`config.mk`:
```
export PLATFORM = sky130hd
export DESIGN_NAME = exc_sequencer
export DESIGN_NICKNAME = d
export VERILOG_FILES = /design/src/rtl/exc_sequencer_pkg.sv /design/src/rtl/exc_prio_enc.sv /design/src/rtl/exc_sequencer.sv
export SDC_FILE = /design/constraint.sdc
export NUM_CORES = 1
export LEC_CHECK = 0
export BUFFER_PORTS_ARGS = -buffer_cell sky130_fd_sc_hd__buf_2
export CAP_MARGIN = 25
export CORE_MARGIN = 2
export CORE_UTILIZATION = 45
export CTS_CLUSTER_DIAMETER = 80
export DETAILED_ROUTE_END_ITERATION = 10
export PLACE_DENSITY = 0.83
export SLEW_MARGIN = 20
export SYNTH_ARGS = -nofsm -noshare
export SYNTH_HDL_FRONTEND = slang
export SYNTH_SLANG_ARGS = --single-unit
export TNS_END_PERCENT = 1
```
`constraint.sdc`:
```
create_clock -name clk -period 4.65 [get_ports clk]
set_input_delay 0.2325 -clock clk [delete_from_list [all_inputs] [get_ports clk]]
set_output_delay 0.2325 -clock clk [all_outputs]
set_load 0.05 [all_outputs]
```
`src/rtl/exc_sequencer_pkg.sv`:
```
// Shared encodings for the exception sequencer: cause codes, FSM states and
// the default exception vector.
package exc_sequencer_pkg;

    typedef enum logic [1:0] {
        CAUSE_NONE   = 2'b00,
        CAUSE_OVF    = 2'b01,
        CAUSE_UNDEF1 = 2'b10,
        CAUSE_UNDEF2 = 2'b11
    } cause_e;

    typedef enum logic [1:0] {
        ST_IDLE    = 2'b00,
        ST_ENTER   = 2'b01,
        ST_HANDLER = 2'b10,
        ST_RETURN  = 2'b11
    } state_e;

    localparam logic [31:0] DEF_HANDLER_ADDR = 32'h0000_0080;

endpackage

```
`src/rtl/exc_prio_enc.sv`:
```
// Three-way exception priority encoder. EX overflow wins because EX holds the
// older instruction; slot 1 wins over slot 2 within the ID pair.
module exc_prio_enc
    import exc_sequencer_pkg::*;
(
    input  logic   ovf,
    input  logic   undef1,
    input  logic   undef2,
    output logic   take,
    output cause_e cause,
    output logic   sel_ex
);

    always_comb begin
        take   = ovf | undef1 | undef2;
        sel_ex = ovf;
        cause  = CAUSE_NONE;
        if (ovf)
            cause = CAUSE_OVF;
        else if (undef1)
            cause = CAUSE_UNDEF1;
        else if (undef2)
            cause = CAUSE_UNDEF2;
    end

endmodule

```
`src/rtl/exc_sequencer.sv`:
```
// Exception entry/return sequencer for the dual-slot pipeline. Strobes are
// decoded from the state register and latched EPC/cause only (Moore).
module exc_sequencer
    import exc_sequencer_pkg::*;
#(
    parameter logic [31:0] HANDLER_ADDR = DEF_HANDLER_ADDR,
    parameter int          CNT_W        = 8
) (
    input  logic             clk,
    input  logic             reset,
    input  logic             ex_ovf,
    input  logic [31:0]      ex_pc,
    input  logic             id_undef1,
    input  logic             id_undef2,
    input  logic [31:0]      id_pc,
    input  logic             eret,
    output logic             if_flush,
    output logic             id_flush,
    output logic             ex_flush,
    output logic             redirect,
    output logic [31:0]      redirect_pc,
    output logic [31:0]      epc,
    output logic [1:0]       cause,
    output logic             in_handler,
    output logic             double_fault,
    output logic [CNT_W-1:0] exc_count
);

    state_e state, state_nxt;
    cause_e cause_q;
    cause_e req_cause;
    logic   req_take;
    logic   req_sel_ex;

    exc_prio_enc u_prio (
        .ovf    (ex_ovf),
        .undef1 (id_undef1),
        .undef2 (id_undef2),
        .take   (req_take),
        .cause  (req_cause),
        .sel_ex (req_sel_ex)
    );

    always_ff @(posedge clk or negedge reset) begin
        if (!reset)
            state <= ST_IDLE;
        else
            state <= state_nxt;
    end

    always_comb begin
        state_nxt   = state;
        if_flush    = 1'b0;
        id_flush    = 1'b0;
        ex_flush    = 1'b0;
        redirect    = 1'b0;
        redirect_pc = 32'h0;
        in_handler  = 1'b0;
        unique case (state)
            ST_IDLE: begin
                if (req_take)
                    state_nxt = ST_ENTER;
            end
            ST_ENTER: begin
                if_flush    = 1'b1;
                id_flush    = 1'b1;
                ex_flush    = (cause_q == CAUSE_OVF);
                redirect    = 1'b1;
                redirect_pc = HANDLER_ADDR;
                in_handler  = 1'b1;
                state_nxt   = ST_HANDLER;
            end
            ST_HANDLER: begin
                in_handler = 1'b1;
                if (eret)
                    state_nxt = ST_RETURN;
            end
            ST_RETURN: begin
                if_flush    = 1'b1;
                id_flush    = 1'b1;
                redirect    = 1'b1;
                redirect_pc = epc;
                state_nxt   = ST_IDLE;
            end
            default: state_nxt = ST_IDLE;
        endcase
    end

    // EPC/cause/counter only move on the IDLE->ENTER edge; cause clears leaving RETURN.
    always_ff @(posedge clk or negedge reset) begin
        if (!reset) begin
            epc          <= 32'h0;
            cause_q      <= CAUSE_NONE;
            double_fault <= 1'b0;
            exc_count    <= '0;
        end else begin
            if (state == ST_IDLE && req_take) begin
                epc     <= req_sel_ex ? ex_pc : id_pc;
                cause_q <= req_cause;
                if (exc_count != {CNT_W{1'b1}})
                    exc_count <= exc_count + CNT_W'(1);
            end
            if (state == ST_HANDLER && req_take)
                double_fault <= 1'b1;
            if (state == ST_RETURN)
                cause_q <= CAUSE_NONE;
        end
    end

    assign cause = cause_q;

endmodule

```
==> flow_summary_export.csv <==
group,metric,value,unit
synthesis,synth_top_cells_by_count,"sky130_fd_sc_hd__dfrtp_1 (45), sky130_fd_sc_hd__nand2_1 (36), sky130_fd_sc_hd__o21ai_0 (34)",
drt,residual_drc,0,
drt,detail_route.vias_per_cell,4.94,
synthesis,post_synth.cell_area_avg,10.0,um2
cts,worst_skew_pair.late_latency,0.29,ns
critical_path,worstSetupPathType,"reg -> reg",
critical_path,r2r_cells,7,
cts,tritoncts_num_sinks,45,
sta,period_share,47.8,%
drt,routed_wire_length_per_instance,13.4,um
floorplanning,die_x,77.7,um
critical_path,critPathBufInv,3,
floorplanning,initial_core_util,47.2,%
final_layout,multi_input_comb_area,1210,um2
placement,port_buffers,149,
cts,post_cts.repair.setup_buffers,0,
synthesis,yosys_warnings,0,
critical_path,crit_path_cell_trace,"inv_1 > ha_1 > o31ai_4 > buf_8 > buf_4 > nor3_2 > mux2_1",
sta,slew_at_the_pin_with_the_worst_max_slew_slack,0.557,ns
sta,finClkSkew,0.00544,ns
global_routing,overflow,0,
synthesis,post-synth-top-count-cell,"sky130_fd_sc_hd__dfrtp_1",
sta,final_hold_viol_count,0,
final_layout,post_route_cells_drive_above_1_share,42.7,%
drt,initialDrtViolationCount,65,
sta,setup_total_negative_slack,0,ns
synthesis,synth_area_leader_cell,"sky130_fd_sc_hd__dfrtp_1",
synthesis,syn-cell-area,2440,um2
final_layout,area_growth,36.2,%
critical_path,path_max_fanout,33,
status,run_status,"finished, final reports clean",
drt,drt_pass1_iterations,4,
critical_path,path_depth,7,
cts,cts.htree.levels,2,
critical_path,worst-endpoint-arrival,2.40,ns
hold_path,hp-class,"in -> reg",
critical_path,worst_ep_required_time,4.82,ns
placement,finalWeightedCongestion,0.811,
synthesis,syn_inst,244,
drt,number_of_vias_in_the_routed_layout,2269,
cts,cts_inserted_buffers,5,
drt,antenna_violating_nets_post_route,0,
synthesis,synth.ff_latch_count,45,
final_layout,fillerInstances,451,
floorplanning,pin_count,150,
synthesis,synth.yosys.seq_area_share,46.1,%
synthesis,cells_taking_the_most_area_after_synthesis,"sky130_fd_sc_hd__dfrtp_1 (46%), sky130_fd_sc_hd__mux2i_1 (14%), sky130_fd_sc_hd__and2_1 (7.9%)",
final_layout,antenna_cells_inserted,0,
sta,timing.slew.headroom,62.9,%
floorplanning,fp.coreArea,5170,um2
final_layout,nets,464,
synthesis,synth-main-ff-cell,"sky130_fd_sc_hd__dfrtp_1",
critical_path,critical-path-max-stage-delay,0.44,ns
sta,timing.final.max_slew_violations,0,
synthesis,synth_enable_flop_cells,0,
cts,cts_hold_buf,0,
run,drv.max_cap_violation_count,0,
floorplanning,die_h,77.7,um
global_routing,grt_antenna_before_repair,0,
critical_path,critical-path-slowest-cell,"sky130_fd_sc_hd__dfrtp_1",
floorplanning,die-area,6030,um2
synthesis,async_reset_ff_share,100,%
cts,maximum_buffer_depth_of_the_clock_tree,2,
global_routing,grt_start_max_net_pins,46,
synthesis,yosys.area.top_type_share,46.1,%
floorplanning,placementRows,26,
critical_path,startpoint_type,"flop",
final_layout,seq_area,1130,um2
synthesis,synthesis.nets,320,
global_routing,global_route_wire_length_before_repair,9940,um
critical_path,endpoint_kind,"flop",
sta,timing.final.crit_period,2.22,ns
critical_path,critical-path-top-delay-family,"buffers and inverters",
sta,timing.final.setup_violations,0,
cts,clock_tree.root_cell,"sky130_fd_sc_hd__clkbuf_8",
cts,clk_pin_slew,0.08,ns
sta,grt_setup_unrepaired,"no",
drt,finalWirelength,6140,um
synthesis,yosys.cell_types.count,36,
global_routing,grtUsageTotal,20.2,%
placement,dpl.hpwl,4660,um
cts,ctsResizeCount,0,
cts,cts_tree,"done",
sta,max_freq,450,MHz
global_routing,first_global_vias,2193,
hold_path,hold_path_depth,3,
final timing paths:
| path | from | to | slack [ns] |
|---|---|---|---|
| setup / recovery | state[0]$_DFFE_PN0P_ | exc_count[6]$_DFFE_PN0P_ | 2.43 |
| setup reg to reg | state[0]$_DFFE_PN0P_ | exc_count[6]$_DFFE_PN0P_ | 2.43 |
| hold / removal | id_pc[12] | epc[12]$_DFFE_PN0P_ | 0.23 |
| max in group asynchronous | reset | epc[27]$_DFFE_PN0P_ | 3.80 |
| min in group asynchronous | reset | epc[12]$_DFFE_PN0P_ | 0.47 |
| hold reg to reg | double_fault$_DFFE_PN0P_ | double_fault$_DFFE_PN0P_ | 0.48 |
layout make-up:
cell class	count	area share, %
inverters	7	0.790
flip-flops and latches	45	33.8
repair buffers	153	24.1
clock buffers	8	2.41
well taps	70	2.63
multi-input cells	176	36.3
sequential cells by signal, summed over array words and instances, names as in the netlist:
signal / count
state: 2
cause: 2
exc_count: 8
double_fault: 1
epc: 32
stage by stage:
| step | area, um2 | setup slack (ns) | instances | util (%) | hold WS [ns] |
|---|---|---|---|---|---|
| after floorplan | 2440 | 2.87 | 244 | - | -0.0631 |
| after global placement | 3200 | 2.00 | 448 | 61.8 | 0.437 |
| after detailed placement | 3200 | 1.93 | 448 | 61.8 | 0.449 |
| after CTS | 3280 | 2.25 | 456 | 63.4 | 0.129 |
| after global routing | 3330 | 2.25 | 459 | 64.3 | 0.241 |
| final | 3330 | 2.43 | 459 | 64.3 | 0.231 |
tightest hold or removal path, stage by stage:
cell                      delay, ns
sky130_fd_sc_hd__buf_2         0.08
sky130_fd_sc_hd__mux2i_1       0.05
sky130_fd_sc_hd__o21ai_0       0.13
cells in the final DEF (no fill, tap or decap), types with 3 or more instances in the layout:
cell and n:
sky130_fd_sc_hd__buf_2 148, sky130_fd_sc_hd__dfrtp_1 45, sky130_fd_sc_hd__nand2_1 36, sky130_fd_sc_hd__o21ai_0 34, sky130_fd_sc_hd__mux2i_1 33, sky130_fd_sc_hd__and2_1 31, sky130_fd_sc_hd__inv_1 7, sky130_fd_sc_hd__ha_1 5
sky130_fd_sc_hd__clkbuf_8 5, sky130_fd_sc_hd__mux2_2 3, sky130_fd_sc_hd__clkbuf_1 3
kinds of logic (layout without fill, tap and decap cells):
logic type	after synthesis	count (layout)	synth area share, %
multiplexers	38	38	15.8
AO/OA/AOI/OAI	47	47	11.6
AND/OR/NAND/NOR	83	83	18.1
XOR/XNOR	2	2	0.717
buffers and inverters	23	168	4.61
flip-flops	45	45	46.1
adder cells (fa/ha/maj)	6	6	3.07
layer usage:
metal  GRT usage, %  vias up  part of all wire (%)
met3           5.00        7                   7.7
met5              0        -                     0
met4           4.29        0                  0.72
met1           24.2     1046                    41
li1               -     1122                     -
met2           36.6       94                    50
Power is left out: the tool's default activity adds up to more than one toggle a clock period on the data nets, which glitch-free logic cannot reach.
